**config.mk**
```make
export PLATFORM = sky130hd
export DESIGN_NAME = sat_counter
export DESIGN_NICKNAME = d
export VERILOG_FILES = /design/src/rtl/sat_counter.sv
export SDC_FILE = /design/constraint.sdc
export NUM_CORES = 1
export LEC_CHECK = 0
export ABC_AREA = 1
export CAP_MARGIN = 20
export CORE_MARGIN = 4
export CORE_UTILIZATION = 35
export DETAILED_ROUTE_END_ITERATION = 12
export PLACE_DENSITY_LB_ADDON = 0.1
export SYNTH_ARGS = -nofsm -noshare
export SYNTH_HDL_FRONTEND = slang
export SYNTH_SLANG_ARGS = --single-unit
```
**constraint.sdc**
```tcl
create_clock -name clk -period 1.6 [get_ports clk]
set_input_delay 0.16 -clock clk [delete_from_list [all_inputs] [get_ports clk]]
set_output_delay 0.16 -clock clk [all_outputs]
set_load 0.1 [all_outputs]
```
**src/rtl/sat_counter.sv**
```systemverilog
// Saturating up-counter with synchronous clear.
// A clear together with an increment leaves the count at one.
module sat_counter #(
   parameter int W = 8
) (
   input  logic         clk,
   input  logic         reset,
   input  logic         inc,
   input  logic         clear,
   output logic [W-1:0] count
);

   always_ff @(posedge clk) begin
      if (reset)
         count <= '0;
      else if (clear)
         count <= W'(inc);
      else if (inc && count != '1)
         count <= count + W'(1);
   end

endmodule

```
# Word-level counts from Yosys, hierarchy flattened
# Index checks and enable logic that the tools add are counted.
[classes]
add_sub_neg = 1
eq_ne = 1
n_mux = 2
reduce_logical = 3
[ops]
columns = ["operator", "count"]
rows = [
  ["$add 8x1->8 const B", 1],
  ["$ne 8x8->1 const B", 1],
  ["$mux 1", 2],
  ["$reduce_bool 2->1", 1],
  ["$reduce_or 2->1", 1],
  ["$logic_and 1x1->1", 1],
]
[word_totals]
regBits = 8
out_inout_bits = 8
elab_cells = 9

# Depth between registers and ports, before layout
# Gate-level depths: netlist of the first run.
[depth]
ltp_word = 4
ltp_mapped = 8
ltp_nobuf = 8

# Worst setup path after synthesis of the first run
# Ideal clock, no wire load.
[synth_path]
kind = "register to register"
from = "reg count[1]"
to = "reg count[3]"
setup_time_ns = 0.067
arrival_ns = 1.968
required_time_ns = 1.533
slack_ns = -0.435
path_stages_with_launch = 8
n_path_buf = 0
synth_period_minus_slack_ns = 2.035
path_cell_list = "dfxtp_1 -> ha_1 -> nand2_2 -> nor2_2 -> nand2_4 -> nand2_4 -> nand2_1 -> a21oi_2"
[synth_via]
elab_chain_cells = 2
[synth_rtl]
columns = ["element", "line", "rtl"]
rows = [
  ["from (decl)", "10", "output logic [W-1:0] count"],
  ["from (signal assigned)", "17", "count <= W'(inc);"],
  ["from (signal assigned)", "19", "count <= count + W'(1);"],
  ["parallel branches: the longest is 2 deep, another holds $add 8x1->8", "n/a", ""],
]
# Parallel ways; which one is timed is not known.
# A chain may end at the register's enable or synchronous reset.

# Worst setup path in the final report of the first run
[layout_path]
from = "reg count[0]"
to = "reg count[6]"
# Same word-level chain as after synthesis.

==> out/metrics.sh, run 1 <==
SETUP_REPAIR_AFTER_GLOBAL_ROUTING_MISSED_ITS_MARGIN='false'
FILLCELLCOUNT=140
CLKLATENCYLATEPIN_NS=0.26
PORT-BUFFER-COUNT=11
LARGEST_FANOUT_ON_THE_CRITICAL_PATH=8
TIMING.CRITICAL_PATH.MODE_CELL='nand2_1'
DRT_ITER0_DRC=7
POWER.SHARE.COMBINATIONAL=0.135
R2R_PATH_END='count[6]'
HOLD-PATH-ENDPOINT='count[0]'
PLACEMENT_ROWS=13
DR_TOTAL_VIAS=481
YOSYS_REGISTER_BITS=8
TIMING.HOLD.WORST.CLASS='in -> reg'
TIMING.FINAL.SETUP_VIOLATIONS=0
FLOORPLAN.DIE_AREA_UM2=2060
CRITICAL_PATH_ARRIVAL_NS=1.46
IOS=12
CPMAXSTAGEDELAYCELL='dfxtp_4'
INITIAL_ANTENNA_VIOLATION_COUNT=0
GRT_START_MAX_NET_PINS=9
CTS-HTREE-LEVELS=1
FINALWIRELENGTH_MM=1.03
WORST_SLEW_MARGIN_REL=0.814
MET2ROUTEDLENGTH_UM=452
POST-CTS-SETUP-BUFFERS=0
SYNTHESIS.YOSYS.WARNINGS=0
CLK_PIN_SLEW_WORST_PATHS_NS=0.06
MULTIINPUTGATEAREA_UM2=287
ROUTEDWLPERCELL_UM=9.99
SEQCELLAREA_UM2=175
GRT_FIRST_PASS_WIRELENGTH_MM=1.73
TOTALNEGATIVESETUPSLACK_NS=0
PERIOD_NEEDED_NS=1.31
SYN-MEAN-INSTANCE-AREA_UM2=6.68
POST_DRT_VIA_CELL_RATIO=4.67
HOLD_VIOL=0
MIN_FROM='reset'
CP_CELL_SEQUENCE='ha_1 > nand2_2 > nor2_2 > nand2_4 > nand3_1 > nand2_1 > nand2_1 > nor2_1'
WORST_TRAN_PIN_VALUE_NS=0.278
CRIT_BUF_INV=0
POWER_W=0.000432
FINISH.CELL_COUNT_WITHOUT_FILLERS=103
SHARE_SEQ_OF_TOTAL_POWER=0.474
NET-SWITCHING-POWER_W=0.000112
OUTCOME='finished, final reports clean'
FMAX_MHz=761
FP.DIEH_UM=45.3
FLOORPLAN.CORE_AREA_UM2=1300
FINAL.SETUP_SKEW_NS=0.00970
DP.FINAL_HPWL_UM=790
WORST-R2R-SETUP-SLACK_NS=0.29
SYNTH_SEQUENTIAL_AREA_RATIO=0.328
CTS-HOLD-FIX-BUFFERS=0
WORST-SETUP-PATH-TYPE='reg -> reg'
POST_ROUTE_CELLS_DRIVE_ABOVE_1_SHARE=0.307
CTS-ROOT-BUF='clkbuf_4'
END_KIND='flop'
TOP_LAYER_USED='met4'
TOTAL_LEAKAGE_POWER_nW=0.303
GRT-OVFL-TOTAL=0
POST_CTS_RESIZE_COUNT=0
FIRSTDRTPASSITERS=4
CTS_TREE='yes'
CLOCKPOWERSHARE=0.391
SYN-CELL-AREA_UM2=488
WORST_R2R_STARTPOINT='count[0]'
SYNTHESIS_TO_FINISH_AREA_GROWTH_PCT=51.3
FLIP_FLOP_COUNT_OF_THE_LARGEST_REGISTER_ALL_COPIES_AND_WORDS_ADDED=8
CRITPATHLAUNCHTYPE='flop'
SYN-INSTANCE-COUNT=73
START_UTIL=0.375
YS_TYPES=18
VDD.IR_DROP.WORST_V=0.000318
MOSTFREQUENTLAYOUTCELLS='16 x nand2_1, 12 x nor2_1, 9 x inv_1'
POWER_REPORT.INTERNAL_TOTAL_W=0.000320
FINALCRITPERIODSHARE=0.821
INSERTEDDIODECOUNT=0
MAX-CLOCK-PATH-BUFFERS=2
GRT_USE_TOTAL=0.123
ROUTED-WL-MET3_UM=53
CRITPATHREQUIREDTIME_NS=1.74
CELLPOWERDENSITY_nW_PER_UM2=586
SLEW_VIOLATIONS=0
INSERTED_CLOCK_BUFFERS=3
POSTROUTEANTENNANETS=0
LAYOUT_COMMONEST_CELL='nand2_1'
CAP_VIOL_MAX_COUNT=0
FINALNETCOUNT=94
WIRELENGTH_MET1_UM=511
FF2FF_PATH_DEPTH=8
CPLARGESTDELAYFAMILY='simple AND/OR/NAND/NOR gates'
MAPPEDNETLISTNETS=78
REGISTERS.TOP_BY_FF_COUNT='count'
TOP_FLOP_REGS='count: 8 flops'
CRITICAL-PATH-MAX-STAGE-DELAY_NS=0.38
FIRST_GLOBAL_VIAS=435
SWSHARE=0.260
ROUTABILITYCONGESTION=0.762
UTILIZATION=0.567
DIE_WIDTH_UM=45.3
CTS.SINK_COUNT=8
TIMING.HOLD.WORST_PATH_DEPTH=4
DETAIL_ROUTE.DRC_VIOLATIONS=0
PLACE.DETAILED.INSTANCES=99
[worst max path at each step]
stage | end | cells after the start | start
2_1_floorplan | count[7] | 7 | count[5]
3_3_place_gp | count[4] | 4 | inc
3_5_place_dp | count[4] | 4 | inc
4_1_cts | count[6] | 8 | count[0]
5_1_grt | count[6] | 8 | count[0]
6_report | count[6] | 8 | count[0]
[through the flow]
stage	cell area (µm²)	hold WS (ns)	setup slack [ns]
global route	738	0.554	0.168
floorplan	503	0.294	0.134
finish	738	0.514	0.287
global placement	712	0.508	0.294
detailed placement	712	0.512	0.215
CTS	738	0.513	0.281
[worst reg2reg max path, delay by kind of cell, from the launching register on]
| family | cells | cell delay, ns |
|---|---|---|
| simple gates | 7 | 0.62 |
| fa+ha+maj | 1 | 0.21 |
| flops | 1 | 0.38 |
[synthesized netlist by cell type]
cell | n | area, µm²
nand2_2 | 1 | 6.26
nand2_1 | 16 | 60.1
ha_1 | 1 | 12.5
o21ai_0 | 1 | 5.00
nor2_2 | 2 | 12.5
nand2_4 | 2 | 22.5
nand3_1 | 8 | 40.0
nand3b_1 | 1 | 7.51
inv_1 | 9 | 33.8
xor2_1 | 1 | 8.76
a21oi_1 | 4 | 20.0
a21oi_2 | 1 | 8.76
nor2_1 | 12 | 45.0
buf_4 | 1 | 7.51
nor2_4 | 1 | 11.3
nor3b_1 | 1 | 7.51
nand4_1 | 3 | 18.8
dfxtp_1 | 8 | 160
[logic make-up after synthesis]
family	Yosys count	share of synthesized area
AO/OA/AOI/OAI	6	0.0692
XOR/XNOR	1	0.0180
adder cells (fa/ha/maj)	1	0.0256
buffers and inverters	10	0.0846
flip-flops	8	0.328
AND/OR/NAND/NOR	47	0.474
[area by class of cell]
cell class	count	share of cell area
inverters	9	0.0458
flip-flops and latches	8	0.237
well taps	15	0.0254
multi-input cells	55	0.388
clock buffers	4	0.0356
repair buffers	12	0.268
[power groups by stage]
stage / clock network (W) / logic, W / registers (W)
after detailed placement: 0 / 0.0000585 / 0.000209
after global placement: 0 / 0.0000587 / 0.000209
after global routing: 0.000195 / 0.0000622 / 0.000205
final: 0.000169 / 0.0000585 / 0.000205
after CTS: 0.000185 / 0.0000588 / 0.000205
after floorplan: 0 / 0.0000180 / 0.000226
[per-layer routing]
layer,vias to the layer above,track usage
li1,265,-
met1,206,0.143
met2,8,0.172
met3,2,0.0518
met4,0,0.105
met5,-,0
Power figures use the tool's default switching activity.
==> run 2: changes to the inputs <==
==> constraint.sdc (replaced) <==
create_clock -name clk -period 1.22 [get_ports clk]
set_input_delay 0.122 -clock clk [delete_from_list [all_inputs] [get_ports clk]]
set_output_delay 0.122 -clock clk [all_outputs]
set_load 0.1 [all_outputs]
==> run 2 against run 1 <==
Effect of this change: register-to-register slack worse by 0.24 ns; clock power is 23% higher; final cell count is 3.9% higher; hold slack worse by 0.034 ns; largest power group unchanged.
==> out/metrics.sh, run 2 (synthesis gave the netlist of run 1 again) <==
TOTALNEGATIVESETUPSLACK_NS=0  # unchanged
VDD.IR_DROP.WORST_V=0.000445  # +40%
FIRST_GLOBAL_VIAS=406  # -6.7%
INSERTEDDIODECOUNT=0  # unchanged
GR-USAGE-MET2=0.167  # -0.00565
WORST_TRAN_PIN_VALUE_NS=0.194  # -0.0843 ns
GRT-OVFL-TOTAL=0  # unchanged
SYNTHESIS_TO_FINISH_AREA_GROWTH_PCT=70.0
INITIAL_ANTENNA_VIOLATION_COUNT=0  # unchanged
FMAX_MHz=849  # +11%
IOS=12  # unchanged
DETAILEDPLACE.WORSTSLACK_NS=-0.0348  # -0.250 ns
PORT-BUFFER-COUNT=11  # unchanged
POST_ROUTE_CELLS_DRIVE_ABOVE_1_SHARE=0.380  # +0.0736
NET-SWITCHING-POWER_W=0.000150  # +33%
GRT_FIRST_PASS_WIRELENGTH_MM=1.70  # -1.6%
FP.DIEH_UM=45.3  # unchanged
SWSHARE=0.269  # +0.00922
TIMING.HOLD.WORST.CLASS='in -> reg'
DETAIL_ROUTE.DRC_VIOLATIONS=0  # unchanged
GR-MAX-USAGE-LAYER='met2'
CTS.SINK_COUNT=8  # unchanged
HOLD_VIOL=0  # unchanged
CAP_VIOL_MAX_COUNT=0  # unchanged
CRITICAL_PATH_ARRIVAL_NS=1.32  # -0.14 ns
REGISTERS.TOP_BY_FF_COUNT='count'
CLK_PIN_SLEW_WORST_PATHS_NS=0.06  # about the same
TIMING.FINAL.SETUP_VIOLATIONS=0  # unchanged
FILLCELLCOUNT=119  # -15%
CELLPOWERDENSITY_nW_PER_UM2=671  # +15%
FINAL_CRITICAL_PATH_SETUP_SLACK_NS=0.0420  # -0.245 ns
OUTCOME='finished, final reports clean'
HOLDWS_NS=0.480  # -0.0340 ns
UTILIZATION=0.638  # +0.0702
PERIOD_NEEDED_NS=1.18  # -0.135 ns
POWER.SHARE.COMBINATIONAL=0.171  # +0.036
FINALWIRELENGTH_MM=1.07  # +4.1%
POWER_REPORT.INTERNAL_TOTAL_W=0.000407  # +27%
TOTAL_LEAKAGE_POWER_nW=0.348  # +15%
LARGEST_FANOUT_ON_THE_CRITICAL_PATH=7  # -1
CLKLATENCYLATEPIN_NS=0.25  # about the same
CTS_TREE='yes'
SHARE_SEQ_OF_TOTAL_POWER=0.456  # -0.018
CLOCKPOWERSHARE=0.373  # -0.018
SETUP_REPAIR_AFTER_GLOBAL_ROUTING_MISSED_ITS_MARGIN='true'
FLIP_FLOP_COUNT_OF_THE_LARGEST_REGISTER_ALL_COPIES_AND_WORDS_ADDED=8  # unchanged
START_UTIL=0.375  # unchanged
WORST_SLEW_MARGIN_REL=0.871  # +0.0564
FINAL.SETUP_SKEW_NS=0.00383  # -0.00587 ns
GRT_USE_TOTAL=0.121  # -0.00224
TOP_FLOP_REGS='count: 8 flops'
POST_DRT_VIA_CELL_RATIO=4.78  # +2.3%
END_KIND='flop'
MOSTFREQUENTLAYOUTCELLS='16 x nand2_1, 11 x nor2_1, 9 x inv_1, 9 x buf_12'
FINALNETCOUNT=99  # +5.3%
CRITPATHREQUIREDTIME_NS=1.36  # -0.38 ns
ROUTEDWLPERCELL_UM=10.0  # +0.19%
CRITPATHLAUNCHTYPE='flop'
DR_TOTAL_VIAS=511  # +6.2%
DIE_WIDTH_UM=45.3  # unchanged
CTS-HTREE-LEVELS=1  # unchanged
FINALCRITPERIODSHARE=0.966  # +0.145
GLOBAL_ROUTE.USAGE.MET1=0.150  # +0.00784
INSERTED_CLOCK_BUFFERS=3  # unchanged
USE_MET3=0.0478  # -0.00398
CTS-ROOT-BUF='clkbuf_4'
PLACEMENT_ROWS=13  # unchanged
DP.FINAL_HPWL_UM=856  # +8.3%
GRT_START_MAX_NET_PINS=9  # unchanged
FIRSTDRTPASSITERS=4  # unchanged
POSTROUTEANTENNANETS=0  # unchanged
LAYOUT_COMMONEST_CELL='nand2_1'
DRT_ITER0_DRC=4  # -3
MAX-CLOCK-PATH-BUFFERS=2  # unchanged
SLEW_VIOLATIONS=0  # unchanged
WORST-SETUP-PATH-TYPE='reg -> reg'
ROUTABILITYCONGESTION=0.727  # -4.5%
FLOORPLAN.CORE_AREA_UM2=1300  # unchanged
FLOORPLAN.DIE_AREA_UM2=2060  # unchanged
POWER_W=0.000557  # +29%
-- run 2: changes by cell type in the layout (fill, tap and decap cells not counted), sizes merged --
cell,change
buf,+5
clkbuf,-1
-- run 2: area by class of cell --
| class | count | area [µm²] | area share |
|---|---|---|---|
| multi-input combinational | 55 | 317 | 0.382 |
| timing repair buffer | 17 | 248 | 0.299 |
| sequential | 8 | 190 | 0.229 |
| inverter | 9 | 33.8 | 0.0407 |
| clock buffer | 3 | 22.5 | 0.0271 |
| tap | 15 | 18.8 | 0.0226 |
-- run 2: stage by stage --
| step | cells | cell area (µm²) |
|---|---|---|
| after global placement | 103 | 792 |
| after global routing | 107 | 830 |
| final | 107 | 830 |
| after floorplan | 73 | 541 |
| after CTS | 106 | 815 |
| after detailed placement | 103 | 792 |
-- run 2: what timing repair did --
action / 4_1_cts / 5_1_grt
hold buffers: 0 / 0
setup endpoints to repair: 0 / 2
resized for setup: 0 / 2
buffers inserted: 0 / 1
-- run 2: path summary, 6_finish.rpt --
check                 from  endpoint  slack (ns)  cells past startpoint
setup / recovery  count[1]  count[3]        0.04                      7
setup reg to reg  count[1]  count[3]        0.04                      7
hold reg to reg   count[2]  count[2]        0.54                      2
hold / removal       reset  count[0]        0.48                      4
-- run 2: worst max-delay path, cell delays in order, from the launching register on --
cell	delay, ns
dfxtp_4	0.37
ha_4	0.15
nand2_4	0.07
nor2_4	0.11
nand2_4	0.09
buf_4	0.15
nand3_1	0.08
a21oi_2	0.05
-- run 2: power groups by stage --
stage | registers (W) | logic (W) | clock network [W]
after detailed placement | 0.000260 | 0.0000953 | 0
after CTS | 0.000254 | 0.0000954 | 0.000218
final | 0.000254 | 0.0000951 | 0.000208
after global placement | 0.000260 | 0.0000948 | 0
after global routing | 0.000255 | 0.000101 | 0.000240
after floorplan | 0.000284 | 0.0000247 | 0
-- run 2: layer usage --
metal | vias up | wire [µm]
met4 | 0 | 25
li1 | 277 | -
met5 | - | 0
met2 | 13 | 480
met1 | 217 | 504
met3 | 4 | 60
==> run 3: changes to the inputs <==
--- a/config.mk
+++ b/config.mk
@@ -7,8 +7,10 @@
 export LEC_CHECK = 0
 export ABC_AREA = 1
 export CAP_MARGIN = 20
+export CELL_PAD_IN_SITES_DETAIL_PLACEMENT = 0
+export CELL_PAD_IN_SITES_GLOBAL_PLACEMENT = 1
 export CORE_MARGIN = 4
-export CORE_UTILIZATION = 35
+export CORE_UTILIZATION = 31
 export DETAILED_ROUTE_END_ITERATION = 12
 export PLACE_DENSITY_LB_ADDON = 0.1
 export SYNTH_ARGS = -nofsm -noshare
==> run 3 against run 2 <==
Effect of this change: via count down 3.3%; fmax up 2.3%; combinational power fell by 2%; final cell count is the same; global-route usage grew 1.0 points; setup slack better by 0.027 ns; critical path depth is 1 higher; sequential share of layout area rose by 0.069 points; highest routed layer unchanged.
==> out/metrics.sh, run 3 (synthesis gave the netlist of run 1 again) <==
OUTCOME='finished, final reports clean'
CRITICAL-PATH-MAX-STAGE-DELAY_NS=0.37  # about the same
POSTROUTEANTENNANETS=0  # unchanged
FMAX_MHz=869  # +2.3%
POWER_W=0.000561  # +0.75%
SYNTHESIS_TO_FINISH_AREA_GROWTH_PCT=69.5
CRITICAL_PATH_ARRIVAL_NS=1.31  # about the same
HOLD_VIOL=0  # unchanged
FLIP_FLOP_COUNT_OF_THE_LARGEST_REGISTER_ALL_COPIES_AND_WORDS_ADDED=8  # unchanged
DR_TOTAL_VIAS=494  # -3.3%
IOS=12  # unchanged
TIMING.HOLD.WORST.CLASS='in -> reg'
CELLPOWERDENSITY_nW_PER_UM2=678  # +1.1%
FINAL.SETUP_SKEW_NS=0.0123  # +0.00842 ns
PORT-BUFFER-COUNT=11  # unchanged
START_UTIL=0.328  # -0.0473
END_KIND='flop'
WORST_SLEW_MARGIN_REL=0.870  # about the same
FIRST_GLOBAL_VIAS=443  # +9.1%
CLKLATENCYLATEPIN_NS=0.26  # about the same
FLOORPLAN.DIE_AREA_UM2=2270  # +11%
GRT_USE_TOTAL=0.131  # +0.0101
DIE_WIDTH_UM=47.7  # +5.1%
INITIAL_ANTENNA_VIOLATION_COUNT=0  # unchanged
CRITPATHREQUIREDTIME_NS=1.38  # +0.02 ns
FINALNETCOUNT=98  # -1.0%
MOSTFREQUENTLAYOUTCELLS='16 x nand2_1, 12 x nor2_1, 9 x inv_1'
CAP_VIOL_MAX_COUNT=0  # unchanged
CRITPATHLAUNCHTYPE='flop'
FP.DIEH_UM=47.7  # +5.1%
INSERTED_CLOCK_BUFFERS=3  # unchanged
WORST-SETUP-PATH-TYPE='reg -> reg'
ROUTABILITYCONGESTION=0.767  # +5.4%
CTS_TREE='yes'
TOTAL_LEAKAGE_POWER_nW=0.339  # -2.3%
GRT_FIRST_PASS_WIRELENGTH_MM=1.97  # +15%
SLEW_VIOLATIONS=0  # unchanged
INSERTEDDIODECOUNT=0  # unchanged
TIMING.FINAL.SETUP_VIOLATIONS=0  # unchanged
FINALCRITPERIODSHARE=0.944  # -0.0220
CTS.SINK_COUNT=8  # unchanged
POST_DRT_VIA_CELL_RATIO=4.62  # -3.3%
FINALWIRELENGTH_MM=1.25  # +17%
CTS-HTREE-LEVELS=1  # unchanged
PERIOD_NEEDED_NS=1.15  # -0.0268 ns
SETUP_REPAIR_AFTER_GLOBAL_ROUTING_MISSED_ITS_MARGIN='true'
GRT_START_MAX_NET_PINS=9  # unchanged
CTS-ROOT-BUF='clkbuf_4'
LARGEST_FANOUT_ON_THE_CRITICAL_PATH=8  # +1
VDD.IR_DROP.WORST_V=0.000352  # -21%
DRT_ITER0_DRC=8  # +4
CPLARGESTDELAYFAMILY='simple AND/OR/NAND/NOR gates'
CPMAXSTAGEDELAYCELL='dfxtp_4'
DP.FINAL_HPWL_UM=982  # +15%
POST_ROUTE_CELLS_DRIVE_ABOVE_1_SHARE=0.396  # +0.0152
REGISTERS.TOP_BY_FF_COUNT='count'
GRT-OVFL-TOTAL=0  # unchanged
FIRSTDRTPASSITERS=4  # unchanged
PLACED_AREA_UM2=781  # -1.4%
CLK_PIN_SLEW_WORST_PATHS_NS=0.06  # about the same
POSTLAYOUTCELLAREA_UM2=827  # -0.30%
DETAIL_ROUTE.DRC_VIOLATIONS=0  # unchanged
CP_CELL_SEQUENCE='ha_4 > nand2_4 > nor2_4 > nand2_4 > nand2_4 > nor2_1 > nor2_1 > nor2_1'
PLACEMENT_ROWS=14  # +1
ROUTEDWLPERCELL_UM=11.7  # +17%
LAYOUT_COMMONEST_CELL='nand2_1'
POST-CTS-SETUP-BUFFERS=0  # unchanged
TOP_FLOP_REGS='count: 8 flops'
MAX-CLOCK-PATH-BUFFERS=2  # unchanged
FLOORPLAN.CORE_AREA_UM2=1490  # +14%
CRIT_BUF_INV=0  # -1
WORST_TRAN_PIN_VALUE_NS=0.194  # +0.000485 ns
[run 3: cell types whose count changed in the layout (fill, tap and decap cells not counted), sizes merged]
cell	previous run	this run
buf	14	13
[run 3: worst paths after layout]
kind	startpoint	endpoint	slack, ns	depth (start not counted)
setup / recovery	count[0]	count[7]	0.07	8
hold / removal	reset	count[0]	0.48	4
setup reg to reg	count[0]	count[7]	0.07	8
hold reg to reg	count[2]	count[2]	0.54	2
[run 3: stage by stage]
stage                      util  setup WS [ns]  hold WS (ns)  TNS (ns)  instances
after detailed placement  0.524        -0.0169         0.527   -0.0169        104
after global routing      0.555        -0.0234         0.504   -0.0332        107
after CTS                 0.539         0.0528         0.477         0        107
final                     0.555         0.0689         0.477         0        107
after floorplan               -         -0.121         0.256    -0.776         73
after global placement    0.524         0.0125         0.522         0        104
[run 3: layout make-up]
type                    count  area, µm²
clock buffers               3       22.5
fillers                   132        662
inverters                   9       33.8
multi-input cells          55        333
flip-flops and latches      8        190
well taps                  16       20.0
repair buffers             16        228
[run 3: worst register-to-register path, delay by kind of cell, from the launching register on]
| kind | cells | cell delay (ns) |
|---|---|---|
| and+or+nand+nor | 7 | 0.54 |
| DFF | 1 | 0.37 |
| adders and majority gates | 1 | 0.15 |
[run 3: routing by layer]
layer	vias up	routed length, µm	GRT usage
met5	-	0	0
met4	0	28	0.0806
met3	5	74	0.0564
met2	11	591	0.187
met1	203	558	0.162
li1	275	-	-
[run 3: report_power, final]
group | internal, W | total, W | switching, W | leakage (nW)
combinational | 0.0000416 | 0.0000935 | 0.0000519 | 0.255
sequential | 0.000249 | 0.000255 | 0.00000513 | 0.0710
clock | 0.000113 | 0.000213 | 0.0000997 | 0.0138
total | 0.000404 | 0.000561 | 0.000157 | 0.339
[run 3: timing repair]
| action | in CTS | in global routing |
|---|---|---|
| hold buffers | 0 | 0 |
| setup endpoints to repair | 0 | 5 |
| resized for setup | 0 | 5 |
| hold endpoints to repair | 0 | 0 |
